### config.mk
export PLATFORM = sky130hd
export DESIGN_NAME = dcache_controller
export DESIGN_NICKNAME = d
export VERILOG_FILES = /design/src/rtl/dcache_controller.sv
export SDC_FILE = /design/constraint.sdc
export NUM_CORES = 1
export LEC_CHECK = 0
export BUFFER_PORTS_ARGS = -buffer_cell sky130_fd_sc_hd__buf_2
export CAP_MARGIN = 25
export CORE_AREA = 4 4 471 473
export CTS_BUF_LIST = sky130_fd_sc_hd__clkbuf_4 sky130_fd_sc_hd__clkbuf_8
export DETAILED_ROUTE_END_ITERATION = 10
export DIE_AREA = 0 0 475 477
export HOLD_SLACK_MARGIN = 0.06
export PLACE_DENSITY = 0.3
export SETUP_SLACK_MARGIN = 0.02
export SLEW_MARGIN = 20
export SYNTH_ARGS = -nofsm -noshare
export SYNTH_HDL_FRONTEND = slang
export SYNTH_SLANG_ARGS = --single-unit
export TNS_END_PERCENT = 5
### constraint.sdc
create_clock -name clk_i -period 7.7 [get_ports clk_i]
set_clock_uncertainty 0.05 [all_clocks]
set_input_delay 0.77 -clock clk_i [delete_from_list [all_inputs] [get_ports clk_i]]
set_output_delay 0.77 -clock clk_i [all_outputs]
set_load 0.02 [all_outputs]
### src/rtl/dcache_controller.sv
// Write-back, write-allocate L1 data-cache controller.
// The 2-way storage array resolves hits and LRU; this block sequences misses, writebacks and refills.
module dcache_controller #(
    parameter int TAG_W    = 23,
    parameter int INDEX_W  = 4,
    parameter int OFFSET_W = 5
) (
    input  logic                 clk_i,
    input  logic                 rst_i,
    input  logic [31:0]          cpu_addr_i,
    input  logic [31:0]          cpu_data_i,
    input  logic                 cpu_MemRead_i,
    input  logic                 cpu_MemWrite_i,
    output logic [31:0]          cpu_data_o,
    output logic                 cpu_stall_o,
    input  logic [255:0]         mem_data_i,
    input  logic                 mem_ack_i,
    output logic [31:0]          mem_addr_o,
    output logic [255:0]         mem_data_o,
    output logic                 mem_enable_o,
    output logic                 mem_write_o,
    output logic [INDEX_W-1:0]   sram_index_o,
    output logic [TAG_W+1:0]     sram_tag_o,
    output logic [255:0]         sram_data_o,
    output logic                 sram_enable_o,
    output logic                 sram_write_o,
    input  logic [TAG_W+1:0]     sram_tag_i,
    input  logic [255:0]         sram_data_i,
    input  logic                 sram_hit_i
);

    typedef enum logic [2:0] {
        IDLE,
        MISS,
        WRITEBACK,
        REFILL,
        REFILL_DONE
    } state_t;

    state_t state, state_next;

    logic                  req;
    logic [TAG_W-1:0]      addr_tag;
    logic [INDEX_W-1:0]    index;
    logic [OFFSET_W-3:0]   word_sel;
    logic [31:0]           miss_addr;
    logic [31:0]           victim_addr;
    logic                  victim_dirty;
    logic [255:0]          merged_line;
    logic                  stall;
    logic                  write;
    logic                  unused_addr_bits;

    assign req          = cpu_MemRead_i | cpu_MemWrite_i;
    assign addr_tag     = cpu_addr_i[31 -: TAG_W];
    assign index        = cpu_addr_i[OFFSET_W +: INDEX_W];
    assign word_sel     = cpu_addr_i[OFFSET_W-1:2];
    assign miss_addr    = {addr_tag, index, {OFFSET_W{1'b0}}};
    assign victim_addr  = {sram_tag_i[TAG_W-1:0], index, {OFFSET_W{1'b0}}};
    assign victim_dirty = sram_tag_i[TAG_W+1] & sram_tag_i[TAG_W];
    assign unused_addr_bits = ^cpu_addr_i[1:0];

    assign sram_enable_o = req;
    assign sram_index_o  = index;

    always_comb begin
        merged_line = sram_data_i;
        merged_line[{word_sel, 5'b0} +: 32] = cpu_data_i;
    end

    // NOTE: sequential state uses non-blocking assignments so every register samples pre-edge values.
    always_ff @(posedge clk_i or negedge rst_i) begin
        if (!rst_i) state <= IDLE;
        else        state <= state_next;
    end

    // NOTE: every output of this block gets a default first, so no path leaves one unassigned (no latch).
    always_comb begin
        state_next  = state;
        stall       = 1'b0;
        write       = 1'b0;
        sram_tag_o  = {1'b1, 1'b0, addr_tag};
        sram_data_o = sram_data_i;
        case (state)
            IDLE: begin
                if (req && sram_hit_i) begin
                    if (cpu_MemWrite_i) begin
                        write       = 1'b1;
                        sram_data_o = merged_line;
                        sram_tag_o  = {1'b1, 1'b1, addr_tag};
                    end
                end else if (req) begin
                    stall      = 1'b1;
                    state_next = MISS;
                end
            end
            MISS: begin
                stall      = 1'b1;
                state_next = victim_dirty ? WRITEBACK : REFILL;
            end
            WRITEBACK: begin
                stall = 1'b1;
                if (mem_ack_i) state_next = REFILL;
            end
            REFILL: begin
                stall = 1'b1;
                if (mem_ack_i) begin
                    write       = 1'b1;
                    sram_data_o = mem_data_i;
                    sram_tag_o  = {1'b1, 1'b0, addr_tag};
                    state_next  = REFILL_DONE;
                end
            end
            REFILL_DONE: begin
                stall      = 1'b1;
                state_next = IDLE;
            end
            default: state_next = IDLE;
        endcase
    end

    // Reset must force the CPU-facing strobes low even while a request is presented.
    assign cpu_stall_o  = rst_i & stall;
    assign sram_write_o = rst_i & write;
    assign cpu_data_o   = rst_i ? sram_data_i[{word_sel, 5'b0} +: 32] : 32'h0;

    // Memory request registers: held stable from MISS until the matching ack.
    always_ff @(posedge clk_i or negedge rst_i) begin
        if (!rst_i) begin
            mem_enable_o <= 1'b0;
            mem_write_o  <= 1'b0;
            mem_addr_o   <= 32'h0;
            mem_data_o   <= '0;
        end else begin
            case (state)
                MISS: begin
                    mem_enable_o <= 1'b1;
                    if (victim_dirty) begin
                        mem_write_o <= 1'b1;
                        mem_addr_o  <= victim_addr;
                        mem_data_o  <= sram_data_i;
                    end else begin
                        mem_write_o <= 1'b0;
                        mem_addr_o  <= miss_addr;
                    end
                end
                WRITEBACK: begin
                    if (mem_ack_i) begin
                        mem_write_o <= 1'b0;
                        mem_addr_o  <= miss_addr;
                    end
                end
                REFILL: begin
                    if (mem_ack_i) mem_enable_o <= 1'b0;
                end
                default: ;
            endcase
        end
    end

endmodule

==> metrics.md <==
| Metric | Value |
|---|---|
| Global-route wire length before repair | `between 200 and 300 mm` |
| Reg-to-Reg Start | `state[2]$_DFFE_PN0P_` |
| Startpoint types | `input port` |
| Static leakage | `approximately 14 nW` |
| Crit-path cells | `buf_6 -> inv_1 -> ha_1 -> ha_1 -> or3b_2 -> nor4_4 -> buf_4 -> nor2_4 -> buf_4 -> a21o_1 -> buf_2` |
| Max IR drop VDD | `~0.18 mV` |
| Fin cells | `~5700` |
| TritonCTS clock tree | `done` |
| Crit path required time | `6.88 ns` |
| Post-synthesis cell area | `approximately 0.018 mm2` |
| Fin crit period | `5.31 ns` |
| Post-route ant nets | `0` |
| Avg Inst Size Synth | `~11 um2` |
| RSZ-0062 raised after global routing | `false` |
| CP max-delay cell | `buf_4` |
| Die Y | `between 400 and 500 um` |
| Clock root buffer | `clkbuf_8` |
| Final Cycle Share | `0.690` |
| Final RePlAce weighted congestion | `roughly 0.87` |
| CTS Buffer Depth | `3` |
| Top post-synthesis cells by count | `dfrtp_1 (288), mux2_2 (233), nand2_1 (159)` |
| Clk pin slew, worst setup/hold paths | `0.05 ns` |
| Setup Viol. Count Final | `0` |
| FILL cells | `around 25000` |
| DR pass1 iterations | `6` |
| Max-slew violation count | `0` |
| Critical path type | `in -> out` |
| Final WL | `223 mm` |
| Post-CTS setup buffer count | `0` |
| Worst EP arrival | `~4.5 ns` |
| Pwr dens | `380 mW/mm2` |
| Syn-to-layout area delta | `60.6%` |
| Post-synth EDFFs | `0` |
| Dpl cells | `approximately 5600` |
| Post-DP Area | `0.0276 mm2` |
| WL/cell | `roughly 39 um` |
| Clock sink total | `288` |
| Layout cell share with drive strength beyond 1 | `0.603` |
| Area leader, netlist | `dfrtp_1` |
| H-tree depth | `3` |
| DP HPWL | `186 mm` |
| Setup crit end kind | `output pin` |
| CP delay by family, top | `buffers and inverters` |
| Status | `complete, no violations` |
| Cts bufs inserted | `between 70 and 80` |
| Via count | `about 21000` |
| Place WS | `between 2 and 2.5 ns` |
| Ys flop type | `dfrtp_1` |
| Post-layout util | `0.136` |
| Setup TNS | `0 ns` |
| Worst-Margin Slew | `a little over 1 ns` |
| Max_cap viols | `0` |
| Initial Utilization | `0.0845` |
| Initial antenna violation count | `about 130` |
| Buf/Inv on CP | `5` |
| Synthesized flop and latch total | `288` |
| Post-synthesis cell type count | `slightly below 60` |
| Max_slew headroom | `0.322` |
| Share of the synthesized area in the top cell type | `0.393` |
| HP Class | `in -> reg` |
| Die width | `475 um` |
| Minimum hold slack | `~0.21 ns` |
| Gr usage total | `0.189` |
| Ys async rst share | `1.00` |
| HP Start | `cpu_addr_i[5]` |
| Die ar. | `between 0.2 and 0.25 mm2` |
| Crit-path max cell delay | `0.67 ns` |
| Most common cell in the netlist | `dfrtp_1` |
| Port Buf Inserts | `about 1200` |
| Synth Instances | `around 1700` |
| Sequential area share after synthesis | `0.393` |
| DRT iter0 DRCs | `~1800` |
| Fin. Hold Viols | `0` |
| NumNets Final | `roughly 3400` |
| Peak Freq | `roughly 190 MHz` |
| Grt total ovfl | `0` |
| Critical path fanouts, max | `33` |
| Tot Pwr | `around 11 mW` |
| Vias in the first global route | `~22000` |
| Core box area | `0.217 mm2` |
| Clock Latency Late Sink | `0.80 ns` |
| Yosys warning count | `0` |
| Post_cts resized | `0` |
| Final worst slack | `approximately 2.4 ns` |
| I/O Pins | `1217` |
| Vias per inst | `3.70` |
| Top post-synthesis cells by area | `dfrtp_1 (39%), mux2_2 (14%), mux4_2 (7.9%)` |
| Worst Setup SP | `cpu_addr_i[2]` |
| Drt drc | `0` |
| Post-CTS Hold Fix Bufs | `14` |
| Cell row count | `approximately 170` |
| Final non-filler cell area | `between 0.02 and 0.03 mm2` |
| Largest net degree at the start of global routing | `88` |
[path summary, 6_finish.rpt]
check | to | slack (ns) | cells after the start
worst max-delay path | sram_data_o[9] | 2.39 | 11
worst min-delay path | mem_addr_o[5]$_DFFE_PN0P_ | 0.21 | 2
worst max register to register | mem_data_o[180]$_DFFE_PN0P_ | 4.15 | 5
worst min register to register | mem_data_o[121]$_DFFE_PN0P_ | 0.43 | 1
max in group asynchronous | mem_data_o[218]$_DFFE_PN0P_ | 5.38 | 4
min in group asynchronous | mem_data_o[204]$_DFFE_PN0P_ | 0.53 | 2
[layout make-up]
class	instances	area [um2]	share of cell area
antenna	34	85.1	0.00289
clock buffer	109	1390	0.0473
clock inverter	20	196	0.00667
tap	2854	3570	0.121
sequential	288	7210	0.245
multi-input combinational	1128	10100	0.345
inverter	37	146	0.00497
timing repair buffer	1276	6700	0.228
[registers in the layout (all words and copies together) (netlist names)]
name          count
mem_addr_o       27
mem_data_o      256
mem_enable_o      1
mem_write_o       1
state             3
[layout by cell type (no fill, tap or decap), drive strengths merged, types with 33 or more instances in the layout]
cell       n
mux2     260
diode     34
and2      33
mux4      64
a21oi     38
nor2      38
a21o      76
buf     1262
clkbuf   109
inv       40
a22o      76
nand2    159
and3      68
dfrtp    288
a22oi     34
a221o     98
[report_power, final]
group          total [mW]  internal (mW)  switching, mW
combinational        6.32           2.01           4.32
clock                2.20           1.23          0.965
sequential           2.66           2.27          0.386
total                11.2           5.51           5.67
[logic make-up (layout without fill, tap and decap cells)]
group                    Yosys count  in the layout  synth area share
AND/OR/NAND/NOR                  338            338            0.0934
XOR/XNOR                           1              1          0.000478
other                              2             40          0.000410
multiplexers                     347            347             0.251
adder cells (fa/ha/maj)            6              6           0.00409
flip-flops                       288            288             0.393
buffers and inverters            250           1442            0.0654
AO/OA/AOI/OAI                    430            430             0.192
[routing by layer]
| metal | up-vias | share of wire | routed length (um) | track usage |
|---|---|---|---|---|
| met4 | 58 | 0.019 | 4190 | 0.0339 |
| met5 | - | 0.0016 | 350 | 0 |
| met2 | 1289 | 0.49 | 110000 | 0.333 |
| met1 | 11000 | 0.37 | 82600 | 0.208 |
| li1 | 8663 | - | - | - |
| met3 | 262 | 0.12 | 26000 | 0.0887 |
(Power assumes the default switching activity.)
